**src/rtl/keysched_pkg.sv**
```systemverilog
// Shared types and mode constants for the AES round-key sequencer.
package keysched_pkg;

    typedef enum logic [1:0] {
        IDLE,
        EMIT,
        EXPAND
    } state_e;

    localparam int AES128_KEY_WORDS = 1;
    localparam int AES128_NR        = 10;
    localparam int AES256_KEY_WORDS = 2;
    localparam int AES256_NR        = 14;

endpackage

```
**src/rtl/keyschedule_sequencer_if.sv**
```systemverilog
// Key load/replay controls, round-key stream and key-expansion handshake
// of the round-key sequencer. The sequencer takes the slave side.
interface keyschedule_sequencer_if #(
    parameter int BLK_W     = 128,
    parameter int KEY_WORDS = 2,
    parameter int IDX_W     = 4
);
    logic                       key_load;
    logic [BLK_W*KEY_WORDS-1:0] key_in;
    logic                       key_replay;
    logic                       rk_valid;
    logic                       rk_ready;
    logic [BLK_W-1:0]           rk_data;
    logic [IDX_W-1:0]           rk_idx;
    logic                       rk_last;
    logic                       exp_req;
    logic                       exp_ack;
    logic [BLK_W-1:0]           exp_last;
    logic [BLK_W-1:0]           exp_prev;
    logic [IDX_W-1:0]           exp_idx;
    logic [BLK_W-1:0]           exp_result;
    logic                       busy;
    logic                       done;

    modport master (
        output key_load, key_in, key_replay, rk_ready, exp_ack, exp_result,
        input  rk_valid, rk_data, rk_idx, rk_last, exp_req, exp_last, exp_prev,
               exp_idx, busy, done
    );

    modport slave (
        input  key_load, key_in, key_replay, rk_ready, exp_ack, exp_result,
        output rk_valid, rk_data, rk_idx, rk_last, exp_req, exp_last, exp_prev,
               exp_idx, busy, done
    );
endinterface

```
**src/rtl/keysched_hist.sv**
```systemverilog
// History of the most recent round keys: entry 0 is the oldest, entry
// DEPTH-1 the newest. Parallel load for a (re)start, shift-in for a new key.
module keysched_hist #(
    parameter int BLK_W = 128,
    parameter int DEPTH = 2
) (
    input  logic                   clk,
    input  logic                   rst_n,
    input  logic                   load,
    input  logic [BLK_W*DEPTH-1:0] load_data,
    input  logic                   shift,
    input  logic [BLK_W-1:0]       shift_data,
    output logic [BLK_W-1:0]       newest,
    output logic [BLK_W-1:0]       oldest
);
    logic [BLK_W-1:0] hist_q [DEPTH];
    logic [BLK_W-1:0] hist_d [DEPTH];

    // Next history contents: load wins over shift, otherwise hold.
    always_comb begin
        // NOTE: every always_comb output gets a default first so no path leaves it unassigned (no latch).
        hist_d = hist_q;
        if (load) begin
            for (int j = 0; j < DEPTH; j++) begin
                // Word 0 sits in the MSBs of the key.
                hist_d[j] = load_data[BLK_W*(DEPTH-j)-1 -: BLK_W];
            end
        end else if (shift) begin
            for (int j = 0; j < DEPTH - 1; j++) begin
                hist_d[j] = hist_q[j+1];
            end
            hist_d[DEPTH-1] = shift_data;
        end
    end

    // History register.
    always_ff @(posedge clk or negedge rst_n) begin
        if (!rst_n) begin
            // NOTE: this storage is reset because the exp_last/exp_prev outputs must read 0 out of reset.
            hist_q <= '{default: '0};
        end else begin
            // NOTE: sequential state uses non-blocking assignments so all flops update together.
            hist_q <= hist_d;
        end
    end

    assign newest = hist_q[DEPTH-1];
    assign oldest = hist_q[0];
endmodule

```
**src/rtl/keyschedule_sequencer.sv**
```systemverilog
// Round-key sequencer: stores the cipher key, emits round keys 0..NR over a
// valid/ready stream and feeds an external expansion unit with the previous
// KEY_WORDS round keys. No cipher arithmetic happens here.
module keyschedule_sequencer
    import keysched_pkg::*;
#(
    parameter int BLK_W     = 128,
    parameter int KEY_WORDS = 2,
    parameter int NR        = 14,
    parameter int IDX_W     = $clog2(NR + 1)
) (
    input logic                    clk,
    input logic                    rst_n,
    keyschedule_sequencer_if.slave bus
);
    if (!(KEY_WORDS == AES128_KEY_WORDS || KEY_WORDS == AES256_KEY_WORDS) || NR < KEY_WORDS)
    begin : g_param_check
        $error("keyschedule_sequencer: KEY_WORDS must be 1 or 2 and NR >= KEY_WORDS");
    end

    state_e                     state_q, state_d;
    logic [BLK_W*KEY_WORDS-1:0] kstore_q, kstore_d;
    logic                       key_valid_q, key_valid_d;
    logic [BLK_W-1:0]           cur_q, cur_d;
    logic [IDX_W-1:0]           idx_q, idx_d;
    logic                       done_q, done_d;

    logic                       restart;
    logic [BLK_W*KEY_WORDS-1:0] restart_key;
    logic                       hist_shift;
    logic [BLK_W-1:0]           hist_newest;
    logic [BLK_W-1:0]           hist_oldest;

    keysched_hist #(
        .BLK_W (BLK_W),
        .DEPTH (KEY_WORDS)
    ) u_hist (
        .clk        (clk),
        .rst_n      (rst_n),
        .load       (restart),
        .load_data  (restart_key),
        .shift      (hist_shift),
        .shift_data (bus.exp_result),
        .newest     (hist_newest),
        .oldest     (hist_oldest)
    );

    // Next-state logic: restart (load beats replay) overrides the stream FSM,
    // which also drops any exp_ack arriving in the same cycle.
    always_comb begin
        state_d     = state_q;
        kstore_d    = kstore_q;
        key_valid_d = key_valid_q;
        cur_d       = cur_q;
        idx_d       = idx_q;
        done_d      = 1'b0;
        restart     = 1'b0;
        restart_key = bus.key_in;
        hist_shift  = 1'b0;

        if (bus.key_load) begin
            restart     = 1'b1;
            kstore_d    = bus.key_in;
            key_valid_d = 1'b1;
        end else if (bus.key_replay && key_valid_q) begin
            restart     = 1'b1;
            restart_key = kstore_q;
        end

        if (restart) begin
            cur_d   = restart_key[BLK_W*KEY_WORDS-1 -: BLK_W];
            idx_d   = '0;
            state_d = EMIT;
        end else begin
            case (state_q)
                EMIT: begin
                    if (bus.rk_ready) begin
                        if (idx_q == IDX_W'(NR)) begin
                            state_d = IDLE;
                            done_d  = 1'b1;
                        end else if (int'(idx_q) + 1 < KEY_WORDS) begin
                            // With at most two key words this is only idx 0 -> 1,
                            // and hist[1] is the newest entry.
                            cur_d = hist_newest;
                            idx_d = idx_q + 1'b1;
                        end else begin
                            idx_d   = idx_q + 1'b1;
                            state_d = EXPAND;
                        end
                    end
                end
                EXPAND: begin
                    if (bus.exp_ack) begin
                        cur_d      = bus.exp_result;
                        hist_shift = 1'b1;
                        state_d    = EMIT;
                    end
                end
                default: ;
            endcase
        end
    end

    // Sequencer state registers.
    always_ff @(posedge clk or negedge rst_n) begin
        if (!rst_n) begin
            state_q     <= IDLE;
            kstore_q    <= '0;
            key_valid_q <= 1'b0;
            cur_q       <= '0;
            idx_q       <= '0;
            done_q      <= 1'b0;
        end else begin
            state_q     <= state_d;
            kstore_q    <= kstore_d;
            key_valid_q <= key_valid_d;
            cur_q       <= cur_d;
            idx_q       <= idx_d;
            done_q      <= done_d;
        end
    end

    assign bus.rk_valid = (state_q == EMIT);
    assign bus.rk_data  = cur_q;
    assign bus.rk_idx   = idx_q;
    assign bus.rk_last  = (state_q == EMIT) && (idx_q == IDX_W'(NR));
    assign bus.exp_req  = (state_q == EXPAND);
    assign bus.exp_last = hist_newest;
    assign bus.exp_prev = hist_oldest;
    assign bus.exp_idx  = idx_q;
    assign bus.busy     = (state_q != IDLE);
    assign bus.done     = done_q;
endmodule
```
**src/flat_wrapper.sv**
```systemverilog
// flat-port wrapper written by rule: the top's interface ports become plain ports
module keyschedule_sequencer_flat import keysched_pkg::*;
#(
    parameter int BLK_W     = 128,
    parameter int KEY_WORDS = 2,
    parameter int NR        = 14,
    parameter int IDX_W     = $clog2(NR + 1)
)
  (clk, rst_n, bus_key_load, bus_key_in, bus_key_replay, bus_rk_ready, bus_exp_ack, bus_exp_result, bus_rk_valid, bus_rk_data, bus_rk_idx, bus_rk_last, bus_exp_req, bus_exp_last, bus_exp_prev, bus_exp_idx, bus_busy, bus_done);
  keyschedule_sequencer_if #(.BLK_W(BLK_W), .KEY_WORDS(KEY_WORDS), .IDX_W(IDX_W)) bus_i ();
  input logic clk;
  input logic rst_n;
  input wire logic [$bits(bus_i.key_load)-1:0] bus_key_load;
  input wire logic [$bits(bus_i.key_in)-1:0] bus_key_in;
  input wire logic [$bits(bus_i.key_replay)-1:0] bus_key_replay;
  input wire logic [$bits(bus_i.rk_ready)-1:0] bus_rk_ready;
  input wire logic [$bits(bus_i.exp_ack)-1:0] bus_exp_ack;
  input wire logic [$bits(bus_i.exp_result)-1:0] bus_exp_result;
  output wire logic [$bits(bus_i.rk_valid)-1:0] bus_rk_valid;
  output wire logic [$bits(bus_i.rk_data)-1:0] bus_rk_data;
  output wire logic [$bits(bus_i.rk_idx)-1:0] bus_rk_idx;
  output wire logic [$bits(bus_i.rk_last)-1:0] bus_rk_last;
  output wire logic [$bits(bus_i.exp_req)-1:0] bus_exp_req;
  output wire logic [$bits(bus_i.exp_last)-1:0] bus_exp_last;
  output wire logic [$bits(bus_i.exp_prev)-1:0] bus_exp_prev;
  output wire logic [$bits(bus_i.exp_idx)-1:0] bus_exp_idx;
  output wire logic [$bits(bus_i.busy)-1:0] bus_busy;
  output wire logic [$bits(bus_i.done)-1:0] bus_done;
  assign bus_i.key_load = bus_key_load;
  assign bus_i.key_in = bus_key_in;
  assign bus_i.key_replay = bus_key_replay;
  assign bus_i.rk_ready = bus_rk_ready;
  assign bus_i.exp_ack = bus_exp_ack;
  assign bus_i.exp_result = bus_exp_result;
  assign bus_rk_valid = bus_i.rk_valid;
  assign bus_rk_data = bus_i.rk_data;
  assign bus_rk_idx = bus_i.rk_idx;
  assign bus_rk_last = bus_i.rk_last;
  assign bus_exp_req = bus_i.exp_req;
  assign bus_exp_last = bus_i.exp_last;
  assign bus_exp_prev = bus_i.exp_prev;
  assign bus_exp_idx = bus_i.exp_idx;
  assign bus_busy = bus_i.busy;
  assign bus_done = bus_i.done;
  keyschedule_sequencer #(.BLK_W(BLK_W), .KEY_WORDS(KEY_WORDS), .NR(NR), .IDX_W(IDX_W)) u_core (.clk(clk), .rst_n(rst_n), .bus(bus_i));
endmodule
```
**config.mk**
```make
export PLATFORM = sky130hd
export DESIGN_NAME = keyschedule_sequencer_flat
export DESIGN_NICKNAME = d
export VERILOG_FILES = /design/src/rtl/keysched_pkg.sv /design/src/rtl/keyschedule_sequencer_if.sv /design/src/rtl/keysched_hist.sv /design/src/rtl/keyschedule_sequencer.sv /design/src/flat_wrapper.sv
export SDC_FILE = /design/constraint.sdc
export NUM_CORES = 1
export LEC_CHECK = 0
export BUFFER_PORTS_ARGS = -buffer_cell sky130_fd_sc_hd__buf_2
export CAP_MARGIN = 15
export CORE_AREA = 2 2 308 310
export CTS_CLUSTER_SIZE = 20
export DETAILED_ROUTE_END_ITERATION = 8
export DIE_AREA = 0 0 310 312
export PLACE_DENSITY = 0.58
export SETUP_SLACK_MARGIN = 0.02
export SLEW_MARGIN = 15
export SYNTH_ARGS = -nofsm -noshare
export SYNTH_HDL_FRONTEND = slang
export SYNTH_SLANG_ARGS = --single-unit
```
**constraint.sdc**
```tcl
create_clock -name clk -period 2.19 [get_ports clk]
set_input_delay 0.1095 -clock clk [delete_from_list [all_inputs] [get_ports clk]]
set_output_delay 0.1095 -clock clk [all_outputs]
set_load 0.005 [all_outputs]
```
## Word-level counts from Yosys, hierarchy flattened

Cells that the tools add are included.

| cells by class | value |
|---|---|
| $add $sub $neg | 2 |
| multiply operators | 0 |
| divide/modulo/power cells | 0 |
| magnitude comparators | 1 |
| equality and inequality tests | 9 |
| shift operators | 0 |
| muxes and demuxes | 29 |
| bitwise operators | 0 |
| reductions and logical operators | 10 |

Operators with widths:

| cell | number |
|---|---|
| 256-bit two-way mux | 4 |
| 128-bit two-way mux | 5 |
| 128-bit one-hot mux with 2 select lines | 1 |
| 32-bit by 3-bit less-than comparator with 1-bit output (second input constant) | 1 |
| 4-bit two-way mux | 4 |
| 2-bit two-way mux | 5 |
| 1-bit two-way mux | 9 |
| 3-bit by 2-bit inequality test with 1-bit output (second input constant) | 3 |
| 2-bit nonzero test | 4 |
| 4-bit by 1-bit adder with 5-bit output (second input constant) | 1 |
| 5-bit AND reduction | 1 |
| 4-bit by 1-bit adder with 4-bit output (second input constant) | 1 |
| 4-bit equality test (second input constant) | 1 |
| 4-bit by 3-bit inequality test with 1-bit output (second input constant) | 1 |
| 2-bit one-hot mux with 2 select lines | 1 |
| 4-bit AND reduction | 1 |
| 3-bit by 1-bit inequality test with 1-bit output (second input constant) | 1 |
| 3-bit AND reduction | 1 |
| 3-bit nonzero test | 1 |
| 2-bit by 1-bit equality test with 1-bit output (second input constant) | 1 |
| 2-bit equality test (second input constant) | 1 |
| 1-bit logical AND | 2 |
| 2-bit by 1-bit inequality test with 1-bit output (second input constant) | 1 |

| storage, ports and cells | value |
|---|---|
| flip-flop bits (word level) | 648 |
| bits in latches | 0 |
| RAM bits | 0 |
| bits in read-only memories | 0 |
| input bits | 390 |
| output and inout port bits | 397 |
| word-level logic and storage cells | 59 |
| memories kept | 0 |

## Longest topological paths before layout

Gate-level depths: netlist of run 1.

| logic depth | value |
|---|---|
| word-level depth | 7 |
| depth in mapped cells | 9 |
| depth with buffers taken out | 7 |

## Hierarchy

From an unflattened synthesis of run 1, not the netlist that was laid out.

| second synthesis, totals | value |
|---|---|
| cell total of the unflattened synthesis | 2,694 |
| area, all modules | 32,347.3 um^2 |

Modules (own cells, without submodules):

| module | times used | cells each | area each (um^2) | seq. area each (um^2) |
|---|---|---|---|---|
| keyschedule_sequencer | 1 | 1,584 | 20,455.9 | 9,809.4 |
| keysched_hist | 1 | 1,110 | 11,891.4 | 6,406.1 |

## Worst setup path before layout of run 1

Ideal clock, no wire load.

| path | value |
|---|---|
| path kind | register to register |
| from | reg u_core.idx_q[0], in the netlist u_core.bus.exp_idx[0] |
| to | reg u_core.cur_q[107], in the netlist u_core.bus.rk_data[107] |
| setup time | 0.125 ns |
| arrival | 1.853 ns |
| data required time | 2.065 ns |
| path slack | 0.211 ns |
| cell stages (with the launch flop) | 9 |
| buffers on the path | 2 |
| clock period less this slack | 1.979 ns |
| path through | dfrtp_1 > ha_1 > nand2_1 > a21oi_1 > o2111a_1 > o21a_2 > buf_4 > buf_6 > mux2_4 |

| between the ends | value |
|---|---|
| word-level cells in the longest chain between the ends | 4 |
| elaborated cells between the ends (all ways) | 6 |
| classes of those cells | 1 x add/sub; 1 x order compare; 3 x eq/ne; 1 x reduce/logical |

Ends and longest elaborated chain:

| element | line | text |
|---|---|---|
| start, declared | keyschedule_sequencer.sv:25 | `logic [IDX_W-1:0] idx_q, idx_d;` |
| start signal, assigned | keyschedule_sequencer.sv:118 | `idx_q <= idx_d;` |
| 4-bit by 1-bit adder with 5-bit output | keyschedule_sequencer.sv:81 | `end else if (int'(idx_q) + 1 < KEY_WORDS) begin` |
| 32-bit by 3-bit less-than comparator with 1-bit output | keyschedule_sequencer.sv:81 |  |
| 3-bit by 1-bit inequality test with 1-bit output (no source line) | -- |  |
| 5-bit AND reduction (no source line) * | -- |  |
| end signal, assigned | keyschedule_sequencer.sv:117 | `cur_q <= cur_d;` |
| end, declared | keyschedule_sequencer.sv:24 | `logic [BLK_W-1:0] cur_q, cur_d;` |

Every way passes the cells marked *; elsewhere a longest branch is shown, timed or not.
A chain may end at the register's enable or synchronous reset.

## Worst setup path after layout of run 1

| path | value |
|---|---|
| from | reg u_core.idx_q[0], in the netlist u_core.bus.exp_idx[0] |
| to | reg u_core.cur_q[22], in the netlist u_core.bus.rk_data[22] |

Same word-level chain as after synthesis.

==> run_results.csv, run 1 <==
group,metric,value,unit
route,ant_nets,0,
finish,final_common_cell,"buf_2",
sta,hold_violations,0,
critical_path,endpoint_kind,"flop",
route,num_vias,24600,
grt,grt_max_degree,71,
sta,slew_headroom,49.1,%
critical_path,startpoint,"u_core.bus.exp_idx[0]$_DFFE_PN0P_",
floorplan,dieArea,96700,sq um
logic_synthesis,syn_area_per_cell,11.4,sq um
grt,grtUsageTotal,21.8,%
floorplan,rows,112,
sta,finClkSkew,18.8,ps
logic_synthesis,synth_cell_types,33,
run,cap_violations,0,
floorplan,die_x,310,um
clocking,root_buffer,"clkbuf_16",
place,dp_hpwl,75900,um
critical_path,crit_buf_inv,3,
critical_path,cp_max_fo,14,
critical_path,cp_slowest_cell,"dfrtp_1",
finish,utilization,44.9,%
route,drtIter0Drc,2012,
clocking,htree_num_levels,3,
logic_synthesis,synth_edf_count,0,
place,portBuffers,786,
clocking,numCtsBuffers,76,
clocking,clkLatencyLatePin,650,ps
worst_hold_path,worstHoldPathType,"in2reg",
route,drc_errors,0,
critical_path,ff2ff_setup_slack,60,ps
floorplan,fp.coreArea,93000,sq um
critical_path,cpPeakStageDelay,420,ps
route,wirelength,109000,um
critical_path,arrival,2650,ps
power,peakVddDrop,616,uV
sta,fin_setup_tns,0,ps
logic_synthesis,synth_nets,2936,
critical_path,crit_top_cell,"buf_12",
critical_path,critical_path.cell_chain,"ha_2 > buf_4 > nor2_1 > o2111a_2 > o21a_4 > buf_12 > buf_12 > mux2_4",
power,p_per_area,826,nW/um^2
grt,antenna_found_initial,7,
floorplan,die_y,312,um
sta,slew_viol_final,0,
power,p_leak,19.9,nW
floorplan,ios,787,
grt,first_global_vias,25400,
place,preCtsSetupSlack,99.1,ps
sta,worst_slack,59.4,ps
sta,fin_hold_ws,76.8,ps
logic_synthesis,synthFlopType,"dfrtp_1",
route,viasPerCell,4.83,
finish,fill_cells,8643,
critical_path,start_kind,"flop",
critical_path,criticalPathCategory,"reg2reg",
logic_synthesis,yosysSeqAreaShare,56.1,%
logic_synthesis,synthCells,2544,
critical_path,cp.required,2700,ps
logic_synthesis,ys_ff_latch,648,
clocking,cts_tree,"built",
power,finalPower,34.5,mW
sta,max_freq,469,MHz
finish,area_delta_synth_final,44.6,%
sta,period_minus_slack,2130,ps
critical_path,cp_top_family,"buffers and inverters",
clocking,cts.path.max_buffers,3,
logic_synthesis,syn_area,28900,sq um
outcome,outcome,"finished clean",
finish,nNetsFinal,4162,
grt,grt_pass1_wl,160000,um
route,wl_per_cell,21.5,um
sta,tightest_slew,763,ps
logic_synthesis,async_reset_ff_share,100,%
finish,layout_common_cells,"buf_2 (784), dfrtp_1 (648), nand2_1 (519)",
clocking,cts_sinks,648,
floorplan,initial_core_util,31.1,%
grt,overflow,0,
finish,drive_gt1_share,38.0,%
place,place.gp.congestion,0.888,
clocking,path_clk_slew,60,ps
route,drt_first_pass_iters,6,
logic_synthesis,yosysWarnings,0,
worst_hold_path,min-delay-start,"bus_exp_result[38]",
sta,period_share,97.3,%
sta,rsz0062_at_grt,"yes",
sta,setup_viol_count_final,0,
critical_path,rr_startpoint,"u_core.bus.exp_idx[0]$_DFFE_PN0P_",
registers in the layout, indices dropped and copies added, names as in the netlist:
signal / count
u_core.bus.done: 1
u_core.bus.exp_idx: 4
u_core.key_valid_q: 1
u_core.state_q: 2
u_core.bus.rk_data: 128
u_core.kstore_q: 256
u_core.u_hist.newest: 128
u_core.u_hist.oldest: 128
power breakdown:
group	switching, mW	total, mW	internal [mW]	leakage (nW)
Clock	5.34	13.0	7.70	1.24
Sequential	1.09	14.7	13.6	7.61
Combinational	3.32	6.85	3.53	11.1
worst reg2reg max path, delay by kind of cell, from the launching register on:
| family | cells | cell delay (ps) |
|---|---|---|
| AND/OR/NAND/NOR | 1 | 90 |
| AO/OA/AOI/OAI | 2 | 450 |
| multiplexers | 1 | 320 |
| flip-flops | 1 | 420 |
| buffers and inverters | 3 | 540 |
| adder cells (fa/ha/maj) | 1 | 190 |
cell usage after synthesis, types with 3 or more instances:
master,n,share of area [%]
clkbuf_1,70,0.91
o21ai_1,129,2.2
o31ai_1,128,3.3
buf_6,13,0.51
nor2_1,262,3.4
mux2_2,264,10
buf_1,9,0.12
a31oi_1,129,2.8
dfrtp_1,648,56
nand2_1,520,6.8
buf_2,66,1.1
mux2_4,120,6.2
buf_4,19,0.49
mux2i_1,128,4.4
buf_8,10,0.52
nand3_1,3,0.052
cells by family after synthesis:
family          synth area share, %
mux                            21.0
simple gates                   10.4
flops                          56.1
compound gates                 8.61
xor+xnor                     0.0909
fa+ha+maj                    0.0866
buf+inv                        3.76
per-layer routing:
metal	wire length, um	track usage, %	share of wire [%]	vias up
met2	51800	35.2	47	970
met4	5690	10.9	5.2	4
met3	7230	4.77	6.6	272
met5	27	0	0.025	-
met1	44600	27.3	41	12100
li1	-	-	-	11300
path summary, 6_finish.rpt:
path | to | cells after the start
worst max register to register | u_core.bus.rk_data[22]$_DFFE_PN0P_ | 8
worst max-delay path | u_core.bus.rk_data[22]$_DFFE_PN0P_ | 8
worst min register to register | u_core.u_hist.oldest[114]$_DFFE_PN0P_ | 2
worst min-delay path | u_core.u_hist.newest[38]$_DFFE_PN0P_ | 4
min in group asynchronous | u_core.kstore_q[22]$_DFFE_PN0P_ | 2
max in group asynchronous | u_core.kstore_q[211]$_DFFE_PN0P_ | 3
area by class of cell:
class / count / area [sq um] / area share (%)
flip-flops and latches: 648 / 16200 / 38.8
repair buffers: 1336 / 9840 / 23.5
multi-input cells: 1704 / 11600 / 27.8
diodes: 5 / 12.5 / 0.0299
clock buffers: 108 / 2190 / 5.25
well taps: 1254 / 1570 / 3.75
inverters: 4 / 20.0 / 0.0479
clock inverters: 28 / 328 / 0.784
metrics by stage:
stage | instances | instance area (sq um)
6_report | 5087 | 41800
5_1_grt | 5085 | 41800
3_3_place_gp | 4524 | 34900
4_1_cts | 5058 | 41500
3_5_place_dp | 4524 | 34900
2_1_floorplan | 2544 | 28900
repair_timing:
action / in CTS / in global routing
buffers inserted: 0 / 18
hold buffers: 398 / 0
setup endpoints to repair: 0 / 96
hold endpoints to repair: 709 / 0
gates resized for setup: 0 / 9
(Power assumes the default switching activity.)
==> run 2: changes to the inputs <==
BUFFER_PORTS_ARGS = -buffer_cell sky130_fd_sc_hd__buf_4   (was -buffer_cell sky130_fd_sc_hd__buf_2)
CAP_MARGIN = 20   (was 15)
==> run 2 against run 1 <==
  * Clock power barely moved
  * Critical path depth did not move
  * Clock skew rose by 9.1 ps
  * Critical endpoint is now u_core.u_hist.newest[126]$_DFFE_PN0P_
  * Largest cell class unchanged
==> run_results.csv, run 2 (synthesized netlist as in run 1, its figures left out) <==
group,metric,value,unit
finish,nNetsFinal,4142,
worst_hold_path,min-delay-start,"bus_exp_result[42]",
critical_path,criticalPathCategory,"in2reg",
grt,grt_max_degree,95,
floorplan,initial_core_util,31.1,%
power,p_comb_share,21.4,%
clocking,htree_num_levels,3,
route,num_vias,24300,
worst_hold_path,worstHoldPathType,"in2reg",
finish,layout_common_cells,"buf_4 (862), dfrtp_1 (648), nand2_1 (519)",
floorplan,fp.coreArea,93000,sq um
place,dp_hpwl,77400,um
critical_path,endpoint_kind,"flop",
power,swShare,27.6,%
floorplan,ios,787,
clocking,root_buffer,"clkbuf_16",
sta,setup_viol_count_final,0,
power,p_sw,9.75,mW
finish,fill_cells,8574,
sta,slew_headroom,57.6,%
place,post_dp_cell_area,36800,sq um
critical_path,cp_max_fo,31,
grt,grt_pass1_wl,162000,um
clocking,cts.path.max_buffers,3,
clocking,cts_tree,"built",
critical_path,start_kind,"input port",
critical_path,cp.required,2670,ps
sta,period_share,97.6,%
place,portBuffers,786,
sta,finClkSkew,27.9,ps
grt,overflow,0,
sta,max_freq,468,MHz
power,finalPower,35.3,mW
finish,largest_register_ffs,256,
clocking,clkLatencyLatePin,620,ps
finish,area_delta_synth_final,50.5,%
sta,period_minus_slack,2140,ps
grt,first_global_vias,25400,
clocking,numCtsBuffers,76,
route,viasPerCell,4.79,
finish,final_area,43500,sq um
power,clkPwrFrac,36.8,%
sta,tightest_slew,635,ps
route,drtIter0Drc,2025,
grt,grtUsageTotal,22.0,%
power,p_int,25.6,mW
route,drt_first_pass_iters,7,
critical_path,r2r_end,"u_core.u_hist.newest[45]$_DFFE_PN0P_",
critical_path,rr_startpoint,"u_core.key_valid_q$_DFFE_PN0P_",
finish,regMostFlops,"u_core.kstore_q",
finish,final_common_cell,"buf_4",
grt,antenna_found_initial,9,
finish,utilization,46.7,%
floorplan,rows,112,
power,peakVddDrop,541,uV
power,sequentialPowerShare,41.8,%
route,ant_nets,0,
floorplan,die_x,310,um
route,drc_errors,0,
clocking,path_clk_slew,60,ps
run,cap_violations,0,
critical_path,ff2ff_setup_slack,100,ps
finish,drive_gt1_share,37.5,%
worst_hold_path,whs_path_depth,4,
route,wirelength,109000,um
route,wl_per_cell,21.5,um
critical_path,worstRegToRegCells,5,
place,place.gp.congestion,0.869,
power,p_leak,20.4,nW
worst_hold_path,hold_path_end,"u_core.u_hist.newest[42]$_DFFE_PN0P_",
outcome,outcome,"finished clean",
sta,fin_setup_tns,0,ps
floorplan,die_y,312,um
sta,slew_viol_final,0,
floorplan,dieArea,96700,sq um
sta,rsz0062_at_grt,"yes",
critical_path,arrival,2620,ps
clocking,cts_sinks,648,
power,p_per_area,812,nW/um^2
sta,hold_violations,0,
==> run 2: cell types whose count changed in the layout (fill, tap and decap cells not counted), moves of 3 or more <==
cell           before  now
buf_16              4    1
buf_4              96  862
buf_2             784    0
dlygate4sd3_1     398  403
inv_6               8    5
clkbuf_16          83   78
==> run 2: layout make-up <==
type,count,area (sq um),area share (%)
Antenna cell,6,15.0,0.0345
Tap cell,1254,1570,3.61
Clock inverter,28,347,0.797
Multi-Input combinational cell,1704,11600,26.7
Inverter,4,20.0,0.0460
Sequential cell,648,16200,37.3
Timing Repair Buffer,1316,11500,26.5
Clock buffer,107,2200,5.06
==> run 2: how the worst max path moves through the flow <==
stage	from	to	slack, ps	depth (start not counted)
after floorplan	u_core.bus.exp_idx[0]$_DFFE_PN0P_	u_core.bus.rk_data[107]$_DFFE_PN0P_	210	8
after global placement	u_core.bus.exp_idx[1]$_DFFE_PN0P_	u_core.bus.rk_data[114]$_DFFE_PN0P_	80	8
after detailed placement	u_core.bus.exp_idx[1]$_DFFE_PN0P_	u_core.bus.rk_data[111]$_DFFE_PN0P_	60	8
after CTS	u_core.bus.exp_idx[1]$_DFFE_PN0P_	u_core.bus.rk_data[111]$_DFFE_PN0P_	50	8
after global routing	u_core.key_valid_q$_DFFE_PN0P_	u_core.u_hist.newest[45]$_DFFE_PN0P_	20	5
final	bus_key_load	u_core.u_hist.newest[126]$_DFFE_PN0P_	50	8
==> run 2: per-stage QoR <==
step                hold WS [ps]  instances  setup slack [ps]
finish                      31.5       5067              51.8
global route                58.2       5066              21.2
CTS                         15.0       5053              49.9
detailed placement           121       4515              61.2
global placement             114       4515              77.6
floorplan                   -186       2544               211
==> run 2: timing repair <==
action / 4_1_cts / 5_1_grt
hold buffers: 403 / 0
setup buffers: 0 / 8
hold endpoints to repair: 976 / 0
setup endpoints to repair: 0 / 80
resized for setup: 0 / 4
==> run 2: worst max-delay path: stages <==
cell           delay (ps)
dlygate4sd3_1         580
buf_8                 240
buf_12                250
buf_4                 220
mux2_2                410
mux2i_1               130
dlygate4sd3_1         560
o21ai_1                50
==> run 2: metal layers <==
metal | vias up | wire [um] | track usage (%)
li1 | 11200 | - | -
met1 | 11900 | 45500 | 27.8
met2 | 875 | 51800 | 36.0
met3 | 283 | 5950 | 4.14
met4 | 4 | 5800 | 11.0
met5 | - | 23 | 0
==> run 2: power groups by stage <==
stage               Sequential, mW  Combinational, mW  Clock [mW]
CTS                           14.7               7.59        13.3
detailed placement            14.9               6.94           0
global placement              14.9               6.85           0
global route                  14.9               8.13        13.8
floorplan                     14.6               2.97           0
finish                        14.8               7.55        13.0
